**src/rtl/cdb_arbiter_pkg.sv**
```systemverilog
// Shared types, sizes and the ROB age compare for the CDB writeback path.
package cdb_arbiter_pkg;

    localparam int N_SRC  = 3;
    localparam int QDEPTH = 2;
    localparam int DATA_W = 32;
    localparam int PREG_W = 7;
    localparam int ROB_W  = 4;
    localparam int CNT_W  = $clog2(QDEPTH + 1);

    localparam logic [1:0] FU_ALU = 2'd0;
    localparam logic [1:0] FU_BR  = 2'd1;
    localparam logic [1:0] FU_LSU = 2'd2;

    // One writeback result; also used as a skid-queue entry (valid = slot occupied)
    typedef struct packed {
        logic              valid;
        logic [PREG_W-1:0] preg;
        logic [DATA_W-1:0] data;
        logic [ROB_W-1:0]  rob_tag;
        logic [1:0]        src;
    } cdb_data_t;

    // True when 'tag' is younger than 'ref_tag', ages measured from the ROB head
    // with wrap; the reference tag itself is never younger than itself.
    function automatic logic rob_younger(input logic [ROB_W-1:0] tag,
                                         input logic [ROB_W-1:0] ref_tag,
                                         input logic [ROB_W-1:0] head);
        logic [ROB_W-1:0] age_tag;
        logic [ROB_W-1:0] age_ref;
        age_tag = tag - head;
        age_ref = ref_tag - head;
        return age_tag > age_ref;
    endfunction

endpackage

```
**src/rtl/cdb_src_queue.sv**
```systemverilog
// Per-FU skid queue: compacted FIFO with per-entry valid bits. In one cycle the
// update order is squash (drop younger entries, close gaps), then pop, then push.
module cdb_src_queue
    import cdb_arbiter_pkg::*;
(
    input  logic             clk,
    input  logic             reset,
    input  logic             push,
    input  cdb_data_t        push_entry,
    input  logic             pop,
    input  logic             mispredict,
    input  logic [ROB_W-1:0] mispredict_tag,
    input  logic [ROB_W-1:0] rob_head,
    output cdb_data_t        head,
    output logic [CNT_W-1:0] count
);

    cdb_data_t q      [QDEPTH];
    cdb_data_t q_next [QDEPTH];
    logic      placed;

    assign head = q[0];

    // Occupancy is the number of valid slots; slots are always packed at the head
    always_comb begin
        count = '0;
        for (int i = 0; i < QDEPTH; i++) begin
            count = count + CNT_W'(q[i].valid);
        end
    end

    // Next-state: squash younger entries, compact, pop the head, append at tail
    always_comb begin
        placed = 1'b0;
        for (int i = 0; i < QDEPTH; i++) begin
            q_next[i] = q[i];
            if (mispredict && q[i].valid && rob_younger(q[i].rob_tag, mispredict_tag, rob_head)) begin
                q_next[i].valid = 1'b0;
            end
        end
        for (int p = 0; p < QDEPTH - 1; p++) begin
            for (int i = 0; i < QDEPTH - 1; i++) begin
                if (!q_next[i].valid) begin
                    q_next[i]         = q_next[i+1];
                    q_next[i+1].valid = 1'b0;
                end
            end
        end
        if (pop) begin
            for (int i = 0; i < QDEPTH - 1; i++) begin
                q_next[i] = q_next[i+1];
            end
            q_next[QDEPTH-1].valid = 1'b0;
        end
        for (int i = 0; i < QDEPTH; i++) begin
            if (push && !placed && !q_next[i].valid) begin
                q_next[i]       = push_entry;
                q_next[i].valid = 1'b1;
                placed          = 1'b1;
            end
        end
    end

    // Queue storage; reset empties every slot
    always_ff @(posedge clk or posedge reset) begin
        if (reset) begin
            for (int i = 0; i < QDEPTH; i++) q[i] <= '0;
        end else begin
            for (int i = 0; i < QDEPTH; i++) q[i] <= q_next[i];
        end
    end

endmodule

```
**src/rtl/cdb_arbiter.sv**
```systemverilog
// Common-data-bus writeback scheduler: three FU skid queues, a round-robin pick
// of one surviving result per cycle, and a registered broadcast stage.
// Handshake: a source transfer happens on a rising edge where src_valid[i] &&
// src_ready[i]; a source holds its request until accepted. src_ready comes
// only from registered occupancy. The CDB side has no backpressure.
module cdb_arbiter
    import cdb_arbiter_pkg::*;
(
    input  logic                     clk,
    input  logic                     reset,
    input  logic [N_SRC-1:0]         src_valid,
    output logic [N_SRC-1:0]         src_ready,
    input  logic [N_SRC*PREG_W-1:0]  src_preg,
    input  logic [N_SRC*DATA_W-1:0]  src_data,
    input  logic [N_SRC*ROB_W-1:0]   src_rob_tag,
    input  logic                     mispredict,
    input  logic [ROB_W-1:0]         mispredict_tag,
    input  logic [ROB_W-1:0]         rob_head,
    output logic                     cdb_valid,
    output logic [PREG_W-1:0]        cdb_preg,
    output logic [DATA_W-1:0]        cdb_data,
    output logic [ROB_W-1:0]         cdb_rob_tag,
    output logic [1:0]               cdb_src
);

    cdb_data_t        in_entry [N_SRC];
    cdb_data_t        q_head   [N_SRC];
    logic [CNT_W-1:0] q_count  [N_SRC];
    cdb_data_t        cand     [N_SRC];
    logic [N_SRC-1:0] cand_from_q, cand_live, accept, push, pop;
    logic [1:0]       rr_ptr, rr_idx, winner;
    logic             grant;
    cdb_data_t        win_entry;

    // Unpack the flat per-source request buses into entries
    always_comb begin
        for (int i = 0; i < N_SRC; i++) begin
            in_entry[i].valid   = src_valid[i];
            in_entry[i].preg    = src_preg[i*PREG_W +: PREG_W];
            in_entry[i].data    = src_data[i*DATA_W +: DATA_W];
            in_entry[i].rob_tag = src_rob_tag[i*ROB_W +: ROB_W];
            in_entry[i].src     = 2'(i);
        end
    end

    // Ready from registered count only; a full queue stays closed even while popping
    always_comb begin
        for (int i = 0; i < N_SRC; i++) begin
            src_ready[i] = (q_count[i] < CNT_W'(QDEPTH));
        end
    end

    // Per-source candidate: queue head if any, else the accepted incoming request
    always_comb begin
        for (int i = 0; i < N_SRC; i++) begin
            accept[i]      = src_valid[i] && src_ready[i];
            cand_from_q[i] = (q_count[i] != '0);
            cand[i]        = cand_from_q[i] ? q_head[i] : in_entry[i];
            cand_live[i]   = cand[i].valid && (cand_from_q[i] || src_ready[i]) &&
                             !(mispredict && rob_younger(cand[i].rob_tag, mispredict_tag, rob_head));
        end
    end

    // Round-robin search starting at rr_ptr, wrapping upward
    always_comb begin
        grant  = 1'b0;
        winner = rr_ptr;
        rr_idx = rr_ptr;
        for (int k = 0; k < N_SRC; k++) begin
            rr_idx = 2'((int'(rr_ptr) + k) % N_SRC);
            if (!grant && cand_live[rr_idx]) begin
                grant  = 1'b1;
                winner = rr_idx;
            end
        end
        win_entry = cand[winner];
    end

    // Queue controls: pop a winning head; enqueue accepted requests that did not
    // bypass straight to the bus and are not being squashed this cycle
    always_comb begin
        for (int i = 0; i < N_SRC; i++) begin
            pop[i]  = grant && (winner == 2'(i)) && cand_from_q[i];
            push[i] = accept[i] &&
                      !(grant && (winner == 2'(i)) && !cand_from_q[i]) &&
                      !(mispredict && rob_younger(in_entry[i].rob_tag, mispredict_tag, rob_head));
        end
    end

    for (genvar g = 0; g < N_SRC; g++) begin : g_queue
        cdb_src_queue u_queue (
            .clk            (clk),
            .reset          (reset),
            .push           (push[g]),
            .push_entry     (in_entry[g]),
            .pop            (pop[g]),
            .mispredict     (mispredict),
            .mispredict_tag (mispredict_tag),
            .rob_head       (rob_head),
            .head           (q_head[g]),
            .count          (q_count[g])
        );
    end

    // Broadcast register and round-robin pointer; payload holds when idle
    always_ff @(posedge clk or posedge reset) begin
        if (reset) begin
            cdb_valid   <= 1'b0;
            cdb_preg    <= '0;
            cdb_data    <= '0;
            cdb_rob_tag <= '0;
            cdb_src     <= '0;
            rr_ptr      <= '0;
        end else begin
            cdb_valid <= grant;
            if (grant) begin
                cdb_preg    <= win_entry.preg;
                cdb_data    <= win_entry.data;
                cdb_rob_tag <= win_entry.rob_tag;
                cdb_src     <= win_entry.src;
                rr_ptr      <= (winner == 2'(N_SRC - 1)) ? 2'd0 : winner + 2'd1;
            end
        end
    end

endmodule
```
**config.mk**
```make
export PLATFORM = sky130hd
export DESIGN_NAME = cdb_arbiter
export DESIGN_NICKNAME = d
export VERILOG_FILES = /design/src/rtl/cdb_arbiter_pkg.sv /design/src/rtl/cdb_src_queue.sv /design/src/rtl/cdb_arbiter.sv
export SDC_FILE = /design/constraint.sdc
export NUM_CORES = 1
export LEC_CHECK = 0
export BUFFER_PORTS_ARGS = -buffer_cell sky130_fd_sc_hd__buf_2
export CAP_MARGIN = 20
export CORE_ASPECT_RATIO = 1.25
export CORE_MARGIN = 10
export CORE_UTILIZATION = 35
export CTS_CLUSTER_DIAMETER = 200
export DETAILED_ROUTE_END_ITERATION = 10
export PLACE_DENSITY = 0.63
export REMOVE_ABC_BUFFERS = 1
export SLEW_MARGIN = 30
export SYNTH_ARGS = -nofsm -noshare
export SYNTH_HDL_FRONTEND = slang
export SYNTH_SLANG_ARGS = --single-unit
```
**constraint.sdc**
```tcl
create_clock -name clk -period 10.15 [get_ports clk]
set_clock_uncertainty 0.05 [all_clocks]
set_input_delay 0.5075 -clock clk [delete_from_list [all_inputs] [get_ports clk]]
set_output_delay 0.5075 -clock clk [all_outputs]
set_load 0.05 [all_outputs]
```
==> qor.csv, run 1 <==
metric,value,unit
Routed Antenna Nets,0,
Setup-failing EPs final,0,
FMAX,155.2,MHz
mean area per synthesized cell,10.44,sq um
largest net degree at the start of global routing,123,
Slew @ Worst Pin,0.9493,ns
predominant post-synthesis flop cell,dfrtp_1,
post-cts repair resize count,0,
Compound-Gate Fraction of Synth Area,16.87,%
Root Driver,clkbuf_16,
vias per cell,5.759,
Synth Area in Adders,7.133,%
DRC,0,
Worst slew margin,36.48,%
CP startpoint kind,flip-flop,
Synth area leader,dfrtp_1,
worst min path class,primary input to async pin,
RSZ-0062 raised after global routing,no,
via count,14840,
Total GRT Usage,19.04,%
Synth area leaders,"dfrtp_1 (43%), mux2i_1 (5.9%), ha_1 (5.7%)",
worst setup path start,g_queue[1].u_queue.head[45],
initial antenna violation count,12,
Crit-path slowest cell,nor2_1,
RePlAce Congestion,0.8721,
area grow syn2layout,14.65,%
reg2reg end,g_queue[1].u_queue.head[25],
TritonCTS clock tree,yes,
R2R setup slack,3.71,ns
CTS hold repair buffers,0,
reg-to-reg startpoint,g_queue[1].u_queue.head[45],
reg2reg path depth,19,
mapped cell area,18370,sq um
Pins Over Slew Limit,0,
Post-Synth Simple-Gate Area,11.04,%
"Clk pin slew, worst setup/hold paths",0.07,ns
Tcrit/Tclk final,63.46,%
number of flops mapped to enable cells by yosys,0,
Worst-Skew Late Latency,0.54,ns
"Seq/Total Area, Yosys",43.05,%
drt total wl,60110,microns
port buffer count,191,
core box area,51780,sq um
deepest clock path buffer count,3,
WS Path Type,flip-flop to flip-flop,
max cap viols,0,
mux share of post-synthesis cell area,14.92,%
#FFs+latches synth,316,
FILL cells,5024,
Post-DP HPWL,39060,microns
CTS Buf Count,35,
drt wl/cell,23.32,microns
Max H-tree Level,2,
crit-path max cell delay,0.76,ns
most frequent cells in the layout,"dfrtp_1 (316), buf_2 (191), nand2_1 (141), mux2i_1 (107), a21oi_1 (106)",
multi-input logic area,9709,sq um
Clock Sinks,316,
TritonRoute pass-1 iters,5,
YS warnings,0,
crit-path max FO,49,
critical path's top delay family,compound AO/OA/AOI/OAI gates,
library cells used by synthesis,67,
Synth top area share,43.05,%
Syn Inst Count,1760,
XOR/XNOR share of the synthesized area,2.180,%
sum of buffers and inverters on the critical path,3,
GRT overflow,0,
setup_tns,0,ns
Site Rows,93,
die area,62100,sq um
Initial Utilization,35.47,%
"most common cell after layout, fill and taps aside",dfrtp_1,
vias in the first global route,15620,
post-CTS setup buffers,0,
cell-by-cell trace of the critical path,"nor2_1, mux2i_1, inv_1, ha_1, a21o_1, a21oi_1, xnor2_1, ha_1, a21oi_1, o21a_1, a21o_1, nor2_1, maj3_2, a211o_2, inv_2, a21o_4, buf_4, mux2i_1, nand3_1",
"Hold Vio Cnt, Final",0,
Final WS setup,3.709,ns
DR iter-0 viols,938,
post-layout minimum cycle time,6.441,ns
"Arr. time, crit path",6.80,ns
flip-flop and latch area,7908,sq um
status,"complete, no violations",
largest family of logic cells by synthesized area,compound AO/OA/AOI/OAI gates,
Critical Path End Type,flip-flop,
first-pass GRT wire length,93230,microns
die height,276.1,microns
nets,2120,
ratio of cells with drive above 1 in the final layout,21.45,%
Required @ worst endpoint,10.51,ns
chip width,224.9,microns
"Async S/R FF share, synth",100.0,%
post-place setup slack,3.620,ns
Ports,192,
[cell families (layout without fill, tap and decap cells)]
logic type / Yosys count / in the layout
AND/OR/NAND/NOR: 420 / 420
adder cells (fa/ha/maj): 97 / 97
AO/OA/AOI/OAI: 431 / 431
buffers and inverters: 209 / 356
multiplexers: 243 / 243
XOR/XNOR: 44 / 44
other: 0 / 5
flip-flops: 316 / 316
[worst max-delay path by stage]
| stage | end | slack [ns] | depth (start not counted) |
|---|---|---|---|
| 2_1_floorplan | g_queue[1].u_queue.head[0] | 0.42 | 15 |
| 3_3_place_gp | g_queue[2].u_queue.q[3] | 3.82 | 17 |
| 3_5_place_dp | g_queue[2].u_queue.q[44] | 3.62 | 17 |
| 4_1_cts | g_queue[2].u_queue.q[37] | 3.60 | 17 |
| 5_1_grt | g_queue[0].u_queue.head[11] | 3.31 | 19 |
| 6_report | g_queue[1].u_queue.head[25] | 3.71 | 19 |
[synthesized netlist by cell type, drive strengths merged, types with 6 or more instances]
cell	count
ha	83
a32oi	6
o21ai	42
clkbuf	81
inv	75
nand3	88
nor2b	11
a21oi	109
fa	13
xor2	19
buf	53
o21a	6
xnor2	24
nand4	49
mux2	135
mux2i	108
a22oi	37
nand2	141
and2	46
o211ai	51
nor2	58
a21o	31
a211oi	41
dfrtp	316
a221oi	38
nand2b	12
a221o	37
[flip-flops by register name, indices dropped and copies added (netlist names)]
| register | cells |
|---|---|
| cdb_valid | 1 |
| rr_ptr | 2 |
| cdb_preg | 7 |
| cdb_src | 2 |
| g_queue.u_queue.q | 134 |
| cdb_data | 32 |
| g_queue.u_queue.head | 134 |
| cdb_rob_tag | 4 |
[routing by layer]
layer	wire, microns	part of all wire [%]	GRT usage [%]	vias up
met5	13	0.022	0	-
met4	1770	2.9	6.771	2
met3	2797	4.7	2.635	114
met2	30700	51	33.60	467
met1	24830	41	23.07	7561
li1	-	-	-	6698
[area by class of cell]
| cell class | instances | area share (%) |
|---|---|---|
| antenna | 5 | 0.05942 |
| clock buffer | 46 | 4.551 |
| clock inverter | 17 | 0.8021 |
| inverter | 75 | 1.396 |
| multi-input combinational | 1235 | 46.11 |
| sequential | 316 | 37.55 |
| tap | 665 | 3.951 |
| timing repair buffer | 218 | 5.579 |
[through the flow]
stage               utilization, %  hold WS (ns)  cell area [sq um]  std cells
finish                       40.67      0.004057              21060       2577
global route                 40.66       0.06715              21050       2575
CTS                          40.58        0.1522              21010       2571
detailed placement           38.40        0.3930              19880       2508
global placement             38.40        0.3759              19880       2508
floorplan                        -        0.3643              17770       1626
Power of run 1 is not shown: default switching activity piles up to over one toggle a cycle in this logic, so the estimate is an artifact.
==> run 2: changes to the inputs <==
--- a/config.mk
+++ b/config.mk
@@ -5,6 +5,7 @@
 export SDC_FILE = /design/constraint.sdc
 export NUM_CORES = 1
 export LEC_CHECK = 0
+export ABC_AREA = 1
 export BUFFER_PORTS_ARGS = -buffer_cell sky130_fd_sc_hd__buf_2
 export CAP_MARGIN = 20
 export CORE_ASPECT_RATIO = 1.25
==> constraint.sdc (replaced) <==
create_clock -name clk -period 6.35 [get_ports clk]
set_clock_uncertainty 0.05 [all_clocks]
set_input_delay 0.3175 -clock clk [delete_from_list [all_inputs] [get_ports clk]]
set_output_delay 0.3175 -clock clk [all_outputs]
set_load 0.05 [all_outputs]
==> qor.csv, run 2 <==
metric,value,unit,change
status,"complete, no violations",,unchanged
Final Util,42.41,%,was 40.67%
port buffer count,191,,unchanged
Setup-failing EPs final,0,,unchanged
Initial Utilization,35.34,%,was 35.47%
Site Rows,97,,was 93
nets,3127,,was 2120
library cells used by synthesis,44,,was 67
Synth area leader,dfrtp_1,,unchanged
YS warnings,0,,unchanged
Routed Antenna Nets,0,,unchanged
CTS hold repair buffers,113,,was 0
post-CTS setup buffers,0,,unchanged
mapped cell area,19770,sq um,was 18370 sq um
Commonest cells post-synth,"nand2_1 (1123), nand3_1 (318), dfrtp_1 (316), inv_1 (114), nand4_1 (111)",,"was dfrtp_1 (316), nand2_1 (141), a21oi_1 (108), mux2i_1 (108), nand3_1 (88)"
via count,19180,,was 14.84k
largest net degree at the start of global routing,134,,was 123
drt total wl,70730,microns,was 60110 microns
Root Driver,clkbuf_16,,unchanged
GRT overflow,0,,unchanged
"Clk pin slew, worst setup/hold paths",0.06,ns,was 0.07 ns
crit-path max cell delay,0.54,ns,was 0.76 ns
die height,285.7,microns,was 276.1 microns
Total GRT Usage,21.01,%,was 19.04%
"Hold Vio Cnt, Final",0,,unchanged
deepest clock path buffer count,3,,unchanged
initial antenna violation count,4,,was 12
WS Path Type,flip-flop to flip-flop,,unchanged
Pins Over Slew Limit,0,,unchanged
final design instance area without fill,23730,sq um,was 21060 sq um
Layout Cells excl Fill,3663,,was 2577
chip width,232.6,microns,was 224.9 microns
DRC,0,,unchanged
max cap viols,0,,unchanged
Tcrit/Tclk final,88.59,%,was 63.46%
vias in the first global route,18570,,was 15.62k
Synth top area share,39.99,%,was 43.05%
Worst-Skew Late Latency,0.56,ns,was 0.54 ns
Worst slew margin,34.07,%,was 36.48%
Area after DPL,21200,sq um,was 19880 sq um
number of flops mapped to enable cells by yosys,0,,unchanged
"Async S/R FF share, synth",100.0,%,unchanged
crit-path max FO,45,,was 49
TritonCTS clock tree,yes,,unchanged
Slew @ Worst Pin,0.9890,ns,was 0.9493 ns
#FFs+latches synth,316,,unchanged
TritonRoute pass-1 iters,6,,was 5
Required @ worst endpoint,6.72,ns,was 10.51 ns
RePlAce Congestion,0.8944,,was 0.8721
DR iter-0 viols,1686,,was 938
die area,66460,sq um,was 62100 sq um
drt wl/cell,19.31,microns,was 23.32 microns
Placed Cells,3477,,was 2508
most common cell in the netlist,nand2_1,,was dfrtp_1
Synth area leaders,"dfrtp_1 (40%), nand2_1 (21%), nand3_1 (8.0%)",,"was dfrtp_1 (43%), mux2i_1 (5.9%), ha_1 (5.7%)"
vias per cell,5.236,,was 5.759
"Arr. time, crit path",6.00,ns,was 6.80 ns
Critical Path End Type,flip-flop,,unchanged
Crit path top cell by count,nand2_1,,
Clock Sinks,316,,unchanged
core box area,55950,sq um,was 51780 sq um
"Seq/Total Area, Yosys",39.99,%,was 43.05%
Ports,192,,unchanged
Max H-tree Level,2,,unchanged
post-layout minimum cycle time,5.626,ns,was 6.441 ns
worst min path class,primary input to flip-flop,,was primary input to async pin
mean area per synthesized cell,7.400,sq um,was 10.44 sq um
post-cts repair resize count,0,,unchanged
Crit-path slowest cell,nor2_4,,was nor2_1
Syn Inst Count,2672,,was 1760
ratio of cells with drive above 1 in the final layout,12.00,%,was 21.45%
Post-DP HPWL,46560,microns,was 39060 microns
"most common cell after layout, fill and taps aside",nand2_1,,was dfrtp_1
first-pass GRT wire length,110400,microns,was 93230 microns
CP startpoint kind,flip-flop,,unchanged
CTS Buf Count,38,,was 35
setup_tns,0,ns,unchanged
predominant post-synthesis flop cell,dfrtp_1,,unchanged
most frequent cells in the layout,"nand2_1 (1121), nand3_1 (318), dfrtp_1 (316), buf_2 (191), dlygate4sd3_1 (113)",,"was dfrtp_1 (316), buf_2 (191), nand2_1 (141), mux2i_1 (107), a21oi_1 (106)"
FMAX,177.8,MHz,was 155.2 MHz
area grow syn2layout,20.00,%,was 14.65%
RSZ-0062 raised after global routing,no,,unchanged
==> run 2: logic make-up after synthesis <==
group           share of synthesized area [%]
simple gates                            36.14
buf+inv                                 6.619
mux                                     1.924
compound gates                          7.030
flops                                   39.99
xor+xnor                                1.728
fa+ha+maj                               6.568
==> run 2: worst max-delay path, delay by kind of cell, from the launching register on <==
kind / cells / cell delay [ns]
buffers and inverters: 3 / 0.73
flip-flops: 1 / 0.43
XOR/XNOR: 1 / 0.19
AND/OR/NAND/NOR: 20 / 2.86
AO/OA/AOI/OAI: 3 / 0.55
adder cells (fa/ha/maj): 2 / 0.63
==> run 2: area by class of cell <==
type / count / area [sq um]
fillers: 5740 / 32220
diodes: 5 / 12.51
clock inverters: 11 / 187.7
well taps: 742 / 928.4
repair buffers: 346 / 2431
clock buffers: 57 / 1186
inverters: 127 / 489.2
flip-flops and latches: 316 / 7908
multi-input cells: 2059 / 10580
==> run 2: routing by layer <==
layer,wire (microns),GRT usage (%),vias to the layer above
met1,29740,26.99,9251
met5,0,0,-
li1,-,-,9177
met3,4403,3.882,119
met2,33880,34.48,631
met4,2719,7.915,0
==> run 2: path summary, 6_finish.rpt <==
path | start | end | slack (ns) | cells after the start
max in group asynchronous | reset | g_queue[1].u_queue.head[31] | 4.62 | 4
worst max-delay path | g_queue[0].u_queue.head[45] | g_queue[0].u_queue.head[13] | 0.72 | 29
min in group asynchronous | reset | g_queue[0].u_queue.q[26] | 0.35 | 3
worst min-delay path | src_preg[9] | g_queue[1].u_queue.q[40] | 0.03 | 3
worst min register to register | g_queue[2].u_queue.q[35] | g_queue[2].u_queue.q[35] | 0.41 | 2
worst max register to register | g_queue[0].u_queue.head[45] | g_queue[0].u_queue.head[13] | 0.72 | 29
==> run 2: metrics by stage <==
step	setup WS, ns	hold slack [ns]
after floorplan	-2.760	0.3771
after global placement	0.9109	0.3967
after detailed placement	0.7670	0.4023
after CTS	0.7289	0.001778
after global routing	0.1090	0.02309
final	0.7244	0.02577
Power of run 2 is left out for the same reason.
